[src/rtl/data_mem_if.sv]
// Request/response bus between a memory initiator and a data-memory responder.
// Both channels use valid/ready: a beat transfers on a rising edge where valid and ready are both 1.
`timescale 1ns/1ps
interface data_mem_if;
  logic        req_valid;
  logic        req_ready;
  logic        req_write;
  logic [31:0] req_addr;
  logic [31:0] req_wdata;
  logic [3:0]  req_wstrb;
  logic        resp_valid;
  logic        resp_ready;
  logic [31:0] resp_rdata;
  logic        resp_error;

  modport master (
    output req_valid, req_write, req_addr, req_wdata, req_wstrb, resp_ready,
    input  req_ready, resp_valid, resp_rdata, resp_error
  );

  modport slave (
    input  req_valid, req_write, req_addr, req_wdata, req_wstrb, resp_ready,
    output req_ready, resp_valid, resp_rdata, resp_error
  );
endinterface

[src/rtl/data_mem_responder.sv]
// Word-addressed data memory with a fixed access latency and one outstanding request.
// FSM IDLE -> WAIT (counts down WAIT_CYCLES) -> RESP (holds response until resp_ready).
`timescale 1ns/1ps
module data_mem_responder #(
  parameter int DEPTH       = 32,
  parameter int WAIT_CYCLES = 2
) (
  input  logic       clk,
  input  logic       reset,
  data_mem_if.slave  bus,
  output logic [1:0] dbg_state
);
  localparam int IW = (DEPTH > 1) ? $clog2(DEPTH) : 1;

  typedef enum logic [1:0] {
    IDLE = 2'd0,
    WAIT = 2'd1,
    RESP = 2'd2
  } state_t;

  state_t      state;
  logic [3:0]  cnt;
  logic        write_q;
  logic [31:0] addr_q;
  logic [31:0] wdata_q;
  logic [3:0]  wstrb_q;
  logic [31:0] mem [DEPTH];

  logic          err_w;
  logic [IW-1:0] idx_w;
  logic          access;

  assign err_w     = (addr_q[1:0] != 2'b00) || (addr_q >= 32'(4 * DEPTH));
  assign idx_w     = addr_q[IW+1:2];
  assign access    = (state == WAIT) && (cnt == 4'd0);
  assign dbg_state = state;

  // No reset on the array; gating with reset keeps an aborted store from committing.
  always_ff @(posedge clk) begin
    if (reset && access && write_q && !err_w) begin
      for (int i = 0; i < 4; i++) begin
        if (wstrb_q[i]) mem[idx_w][8*i +: 8] <= wdata_q[8*i +: 8];
      end
    end
  end

  always_ff @(posedge clk) begin
    if (!reset) begin
      state          <= IDLE;
      cnt            <= 4'd0;
      bus.req_ready  <= 1'b0;
      bus.resp_valid <= 1'b0;
      bus.resp_rdata <= 32'd0;
      bus.resp_error <= 1'b0;
    end else begin
      case (state)
        IDLE: begin
          if (bus.req_valid && bus.req_ready) begin
            state         <= WAIT;
            cnt           <= 4'(WAIT_CYCLES);
            bus.req_ready <= 1'b0;
            write_q       <= bus.req_write;
            addr_q        <= bus.req_addr;
            wdata_q       <= bus.req_wdata;
            wstrb_q       <= bus.req_wstrb;
          end else begin
            bus.req_ready <= 1'b1;
          end
        end
        WAIT: begin
          if (cnt != 4'd0) begin
            cnt <= cnt - 4'd1;
          end else begin
            state          <= RESP;
            bus.resp_valid <= 1'b1;
            bus.resp_error <= err_w;
            bus.resp_rdata <= (!write_q && !err_w) ? mem[idx_w] : 32'd0;
          end
        end
        RESP: begin
          if (bus.resp_ready) begin
            state          <= IDLE;
            bus.resp_valid <= 1'b0;
            bus.resp_rdata <= 32'd0;
            bus.resp_error <= 1'b0;
            bus.req_ready  <= 1'b1;
          end
        end
        default: state <= IDLE;
      endcase
    end
  end
endmodule

[src/flat_wrapper.sv]
// flat-port wrapper written by rule: the top's interface ports become plain ports
module data_mem_responder_flat 
#(
  parameter int DEPTH       = 32,
  parameter int WAIT_CYCLES = 2
)
  (clk, reset, dbg_state, bus_req_valid, bus_req_write, bus_req_addr, bus_req_wdata, bus_req_wstrb, bus_resp_ready, bus_req_ready, bus_resp_valid, bus_resp_rdata, bus_resp_error);
  data_mem_if bus_i ();
  input  logic clk;
  input  logic reset;
  output logic [1:0] dbg_state;
  input wire logic [$bits(bus_i.req_valid)-1:0] bus_req_valid;
  input wire logic [$bits(bus_i.req_write)-1:0] bus_req_write;
  input wire logic [$bits(bus_i.req_addr)-1:0] bus_req_addr;
  input wire logic [$bits(bus_i.req_wdata)-1:0] bus_req_wdata;
  input wire logic [$bits(bus_i.req_wstrb)-1:0] bus_req_wstrb;
  input wire logic [$bits(bus_i.resp_ready)-1:0] bus_resp_ready;
  output wire logic [$bits(bus_i.req_ready)-1:0] bus_req_ready;
  output wire logic [$bits(bus_i.resp_valid)-1:0] bus_resp_valid;
  output wire logic [$bits(bus_i.resp_rdata)-1:0] bus_resp_rdata;
  output wire logic [$bits(bus_i.resp_error)-1:0] bus_resp_error;
  assign bus_i.req_valid = bus_req_valid;
  assign bus_i.req_write = bus_req_write;
  assign bus_i.req_addr = bus_req_addr;
  assign bus_i.req_wdata = bus_req_wdata;
  assign bus_i.req_wstrb = bus_req_wstrb;
  assign bus_i.resp_ready = bus_resp_ready;
  assign bus_req_ready = bus_i.req_ready;
  assign bus_resp_valid = bus_i.resp_valid;
  assign bus_resp_rdata = bus_i.resp_rdata;
  assign bus_resp_error = bus_i.resp_error;
  data_mem_responder #(.DEPTH(DEPTH), .WAIT_CYCLES(WAIT_CYCLES)) u_core (.clk(clk), .reset(reset), .bus(bus_i), .dbg_state(dbg_state));
endmodule
[config.mk]
export PLATFORM = sky130hd
export DESIGN_NAME = data_mem_responder_flat
export DESIGN_NICKNAME = d
export VERILOG_FILES = /design/src/rtl/data_mem_if.sv /design/src/rtl/data_mem_responder.sv /design/src/flat_wrapper.sv
export SDC_FILE = /design/constraint.sdc
export NUM_CORES = 1
export LEC_CHECK = 0
export CELL_PAD_IN_SITES_DETAIL_PLACEMENT = 1
export CELL_PAD_IN_SITES_GLOBAL_PLACEMENT = 2
export CORE_UTILIZATION = 35
export CTS_BUF_LIST = sky130_fd_sc_hd__clkbuf_4
export CTS_CLUSTER_DIAMETER = 120
export DETAILED_ROUTE_END_ITERATION = 10
export PLACE_DENSITY_LB_ADDON = 0.1
export SLEW_MARGIN = 0
export SYNTH_ARGS = -nofsm -noshare
export SYNTH_HDL_FRONTEND = slang
export SYNTH_SLANG_ARGS = --single-unit
[constraint.sdc]
create_clock -name clk -period 4.5 [get_ports clk]
set_input_delay 0.45 -clock clk [delete_from_list [all_inputs] [get_ports clk]]
set_output_delay 0.45 -clock clk [all_outputs]
set_load 0.02 [all_outputs]
## Yosys cells after proc, flatten, opt, wreduce, memory -nomap -nowiden

Memory sizes are Yosys's and may differ from the RTL's. A register that Yosys moved wholly into a read port is not among the register bits.
Index checks and enable logic that the tools add are counted.

- Flip-flop bits (word level): 110
- RAM bits: 1024
- Input bits: 73
- Output and inout bits: 37
- Memories: 1

Memories:

| name | words | width | rd ports | clocked after Yosys merged registers in | wr ports | line | source |
|---|---|---|---|---|---|---|---|
| u_core.mem | 32 | 32 | 1 | 1 | 1 | data_mem_responder.sv:27 | `logic [31:0] mem [DEPTH];` |

- $add $sub $neg: 1
- Order comparisons: 1
- Eq/ne operators: 6
- Muxes and demuxes: 32
- Reductions and logical operators: 21

Operators by type and width:

| kind | count |
|---|---|
| $mux 32 | 3 |
| $pmux 32 s2 | 1 |
| $ge 32x8->1 const B | 1 |
| $mux 1 | 17 |
| $reduce_and 3->1 | 4 |
| $mux 4 | 2 |
| $pmux 4 s2 | 1 |
| $reduce_bool 2->1 | 4 |
| $logic_and 1x1->1 | 6 |
| $mux 2 | 3 |
| $ne 2x2->1 const B | 3 |
| $pmux 1 s2 | 3 |
| $pmux 2 s3 | 1 |
| $mux 5 | 1 |
| $logic_not 4->1 | 1 |
| $reduce_bool 4->1 | 1 |
| $sub 4x1->4 const B | 1 |
| $eq 2x1->1 const B | 1 |
| $eq 2x2->1 const B | 1 |
| $logic_not 1->1 | 2 |
| $logic_not 2->1 | 1 |
| $ne 2x1->1 const B | 1 |
| $reduce_and 2->1 | 1 |
| $logic_or 1x1->1 | 1 |

## Logic depth before layout (Yosys ltp)

- Word-level depth: 7
- Depth in mapped cells: 8
- Mapped depth without buffers: 6

## Worst setup path after synthesis

OpenSTA, ideal clock, no wires.

- Path type: flip-flop to flip-flop
- Start point: register u_core.state[0], in the netlist u_core.dbg_state[0]
- End point: memory u_core.mem[0][0] (enable)
- Setup time: 0.383 ns
- Arrival: 2.280 ns
- Required time: 4.117 ns
- Slack: 1.837 ns
- Cell stages (with the launch flop): 6
- Cells stage by stage: dfxtp_1 and4bb_4 nand2_2 or4_4 buf_2 nor3_1

- Word-level cells in the longest chain between the ends: 7

RTL lines:

| element | line | source |
|---|---|---|
| from (decl) | data_mem_responder.sv:21 | `state_t state;` |
| from (signal assigned) | data_mem_responder.sv:49 | `state <= IDLE;` |
| from (signal assigned) | data_mem_responder.sv:59 | `state <= WAIT;` |
| from (signal assigned) | data_mem_responder.sv:74 | `state <= RESP;` |
| $eq 2x1->1 | data_mem_responder.sv:35 | `assign access = (state == WAIT) && (cnt == 4'd0);` |
| $logic_and 1x1->1 | data_mem_responder.sv:35 |  |
| $logic_and 1x1->1 (3 in a row) | data_mem_responder.sv:40 | `if (reset && access && write_q && !err_w) begin` |
| $mux 1 | data_mem_responder.sv:40 |  |
| $mux 1 (not written as such) | data_mem_responder.sv:42 | `if (wstrb_q[i]) mem[idx_w][8*i +: 8] <= wdata_q[8*i +: 8];` |
| to (decl) | data_mem_responder.sv:27 |  |

No other way between the ends.

## Worst setup path in the final report

- Start point: register u_core.addr_q[30]
- End point: memory u_core.mem[17][14] (enable)

- Word-level cells in the longest chain between the ends: 6

RTL lines:

| element | line | source |
|---|---|---|
| from (decl) | data_mem_responder.sv:24 | `logic [31:0] addr_q;` |
| from (signal assigned) | data_mem_responder.sv:63 | `addr_q <= bus.req_addr;` |
| $ge 32x8->1 | data_mem_responder.sv:33 | `assign err_w = (addr_q[1:0] != 2'b00) \|\| (addr_q >= 32'(4 * DEPTH));` |
| $logic_or 1x1->1 | data_mem_responder.sv:33 |  |
| $logic_not 1->1 | data_mem_responder.sv:40 |  |
| $logic_and 1x1->1 | data_mem_responder.sv:40 |  |
| $mux 1 | data_mem_responder.sv:40 |  |
| $mux 1 (not written as such) | data_mem_responder.sv:42 |  |

No other way between the ends.

==> results.py <==
metrics = {
    "clocking": {
        "cts_tree": "yes",
        "cts_buffers": 321,
        "cts.sinks": 1139,
        "cts.path.max_buffers": 4,
        "path_clk_slew_ns": 0.06,
        "ctsHtreeMaxLevel": 5,
        "clk_latency_ns": 1.24,
        "ctsResizeCount": 0,
        "cts_root_buffer": "clkbuf_4",
    },
    "synthesis": {
        "syn_inst": 2036,
        "synth_area_leader_cell": "edfxtp_1",
        "syn-cell-area_sq_um": 43800,
        "synthMuxAreaShare_pct": 14.0,
        "avgSynthCellArea_sq_um": 21.5,
        "netlist.area_leader.share_pct": 74.9,
        "yosys.area_share.simple_pct": 4.85,
        "yosysSeqAreaShare_pct": 77.0,
        "synthAdderAreaFrac_pct": 0.0286,
        "synth_async_sr_flop_share_pct": 0,
        "synth_edf_count": 1093,
        "synth_warnings": 0,
        "synth_seq_cells": 1139,
        "syn_nets": 2110,
        "synth_xor_area_share_pct": 0,
        "synth_area_leaders": "edfxtp_1, mux4_2, nor3_2",
        "synth_top_family_by_area": "multiplexers",
        "yosys_most_used_dff": "edfxtp_1",
        "synth-compound-area-share_pct": 2.47,
        "synth.distinct_cells": 44,
    },
    "layout": {
        "syn_to_final_growth_pct": 17.3,
        "fin_nets": 2557,
        "nFillCells": 11900,
        "drive_above_1_share_pct": 34.5,
    },
    "global_routing": {
        "grt_pass1_wl_mm": 189,
        "grt_usage_pct": 21.5,
        "grt_pass1_vias": 24700,
        "antenna_found_initial": 3,
        "grt_max_degree": 81,
        "overflow": 0,
    },
    "routing": {
        "antenna_left": 0,
        "routed-via-count": 22800,
        "drc": 24,
        "wire_per_inst_um": 31.0,
        "dr.pass1.iters": 10,
        "drt_first_iter_violations": 2084,
        "drt-total-wl_mm": 134,
        "viasPerCell": 5.28,
    },
    "power_and_ir_drop": {
        "leakagePower_nw": 16.0,
        "p_per_area_nw_per_um2": 421,
        "ir_drop_uv": 276,
    },
    "run_status": {
        "status": "finished, violations left",
        "violations": "DRC",
    },
    "sta": {
        "layout_setup_ws_ns": 1.02,
        "fin_setup_tns_ns": 0,
        "fmax_ghz": 0.287,
        "slew_viol_final": 0,
        "timing.final.crit_period_ns": 3.48,
        "max_slew_margin_pct": 16.6,
        "skew_ns": 0.0674,
        "post-route-period-util_pct": 77.4,
        "setup_viol": 0,
        "tightest_slew_ns": 1.25,
        "grt_setup_unrepaired": "no",
        "finalHoldViolations": 0,
    },
    "floorplanning": {
        "die-width_um": 356,
        "core.rowCount": 129,
        "top_level_ports": 110,
        "die_h_um": 356,
        "coreArea_sq_um": 124000,
        "initial_core_util_pct": 35.3,
        "die_area_sq_um": 127000,
    },
    "placed_design": {
        "place_congestion": 0.796,
        "preCtsSetupSlack_ns": 1.01,
        "io_buffer_count": 109,
        "dp_hpwl_mm": 80.8,
    },
    "critical_path": {
        "worst_setup_path_end_kind": "flip-flop",
        "arrival_ns": 4.28,
        "setup.worst_path.start_class": "flip-flop",
        "worstPathRequired_ns": 5.30,
        "crit_type": "flip-flop to flip-flop",
        "cp_max_fo": 43,
    },
    "job": {
        "cap_violations": 0,
    },
    "min_path": {
        "holdCritPathClass": "primary input to flip-flop",
    },
}
## metal layers
| metal | vias up | part of all wire (%) | global-route usage [%] | routed length (um) |
|---|---|---|---|---|
| met5 | - | 0 | 0 | 0 |
| met4 | 0 | 2.3 | 7.21 | 3120 |
| met3 | 178 | 6.3 | 5.77 | 8500 |
| met2 | 846 | 48 | 33.5 | 63700 |
| met1 | 12200 | 44 | 29.3 | 58700 |
| li1 | 9646 | - | - | - |
## final timing paths
path / start / slack, ns / endpoint / depth (start not counted)
max: u_core.addr_q[30]$_DFFE_PP_ / 1.02 / u_core.mem[17][14]$_DFFE_PP_ / 5
min: bus_req_wstrb[1] / 0.32 / u_core.wstrb_q[1]$_DFFE_PP_ / 2
max reg2reg: u_core.addr_q[30]$_DFFE_PP_ / 1.02 / u_core.mem[17][14]$_DFFE_PP_ / 5
min reg2reg: u_core.bus.resp_valid$_SDFFE_PN0P_ / 0.47 / u_core.bus.resp_valid$_SDFFE_PN0P_ / 2
## Yosys cell counts, types with 2 or more instances
cell type,count
nand3b_1,3
inv_1,10
or3b_2,3
nand2b_1,3
buf_2,43
mux4_2,256
nor3_2,120
nand2_1,107
buf_1,5
or4_1,2
clkbuf_1,54
o32a_1,2
a21oi_1,7
mux2_2,5
nor2b_1,6
nor3b_1,3
edfxtp_1,1093
nand3_1,3
nor3_1,13
buf_4,11
a32o_1,32
dfxtp_1,46
or3_1,3
buf_6,13
and2_1,2
nor2_1,43
nand4_1,2
a32oi_1,31
o22ai_1,62
mux2i_1,33
nor4_1,7
## placed cells by master (no fill, tap or decap), types with 32 or more instances in the layout
cell / count
clkbuf_4: 449
a32o_1: 32
clkdlybuf4s50_1: 109
mux4_2: 256
clkinv_1: 62
nand2_1: 107
nor3_2: 120
dlygate4sd3_1: 73
nor2_1: 43
edfxtp_1: 1093
buf_4: 58
o22ai_1: 62
dfxtp_1: 43
mux2i_1: 33
## critical path, stage by stage (launching register included)
cell and delay [ns]:
edfxtp_1 0.35, nor4_1 0.38, nand4_1 0.25, or4_4 0.99
buf_4 0.43, nor3_2 0.59
## sequential cells by signal, summed over array words and instances (netlist names), named ones only
| register | cells |
|---|---|
| u_core.write_q | 1 |
| u_core.bus.req_ready | 1 |
| u_core.bus.resp_valid | 1 |
| u_core.bus.resp_error | 1 |
| u_core.addr_q | 32 |
| u_core.wdata_q | 32 |
| u_core.wstrb_q | 4 |
| u_core.cnt | 4 |
| u_core.bus.resp_rdata | 32 |
| u_core.dbg_state | 2 |
| u_core.mem | 1024 |
## layout make-up
cell class / instances / area, sq um / share of cell area [%]
diodes: 5 / 12.5 / 0.0243
repair buffers: 250 / 2460 / 4.78
inverters: 11 / 43.8 / 0.0852
multi-input cells: 760 / 9400 / 18.3
flip-flops and latches: 1139 / 33800 / 65.7
well taps: 1637 / 2050 / 3.98
clock buffers: 449 / 3370 / 6.56
clock inverters: 74 / 314 / 0.611
## what timing repair did
item | CTS | global route
hold endpoints to repair | 81 | 0
hold buffers | 73 | 0
buffers inserted | 0 | 0
## metrics by stage
| step | power [mW] | instance area (sq um) | std cells | util, % | hold slack, ns |
|---|---|---|---|---|---|
| finish | 21.7 | 51400 | 4325 | 41.5 | 0.324 |
| global route | 22.6 | 51400 | 4324 | 41.5 | 0.172 |
| CTS | 22.0 | 51400 | 4320 | 41.5 | 0.111 |
| detailed placement | 12.9 | 47000 | 3724 | 37.9 | 0.461 |
| global placement | 12.9 | 47000 | 3724 | 37.9 | 0.466 |
| floorplan | 12.5 | 43800 | 2036 | - | 0.464 |
## cell families (layout without fill, tap and decap cells)
family | after synthesis | in the layout
DFF | 1139 | 1139
and+or+nand+nor | 325 | 325
muxes | 294 | 294
AOI/OAI and AO/OA | 140 | 140
buffers and inverters | 137 | 784
adders and majority gates | 1 | 1
other | 0 | 5
## power by group
part	switching, mW	internal [mW]	total [mW]
Combinational	0.641	0.456	1.10
Sequential	0.0513	11.6	11.6
Clock	4.31	4.61	8.93
Total	5.01	16.6	21.7
(Power assumes the default switching activity.)
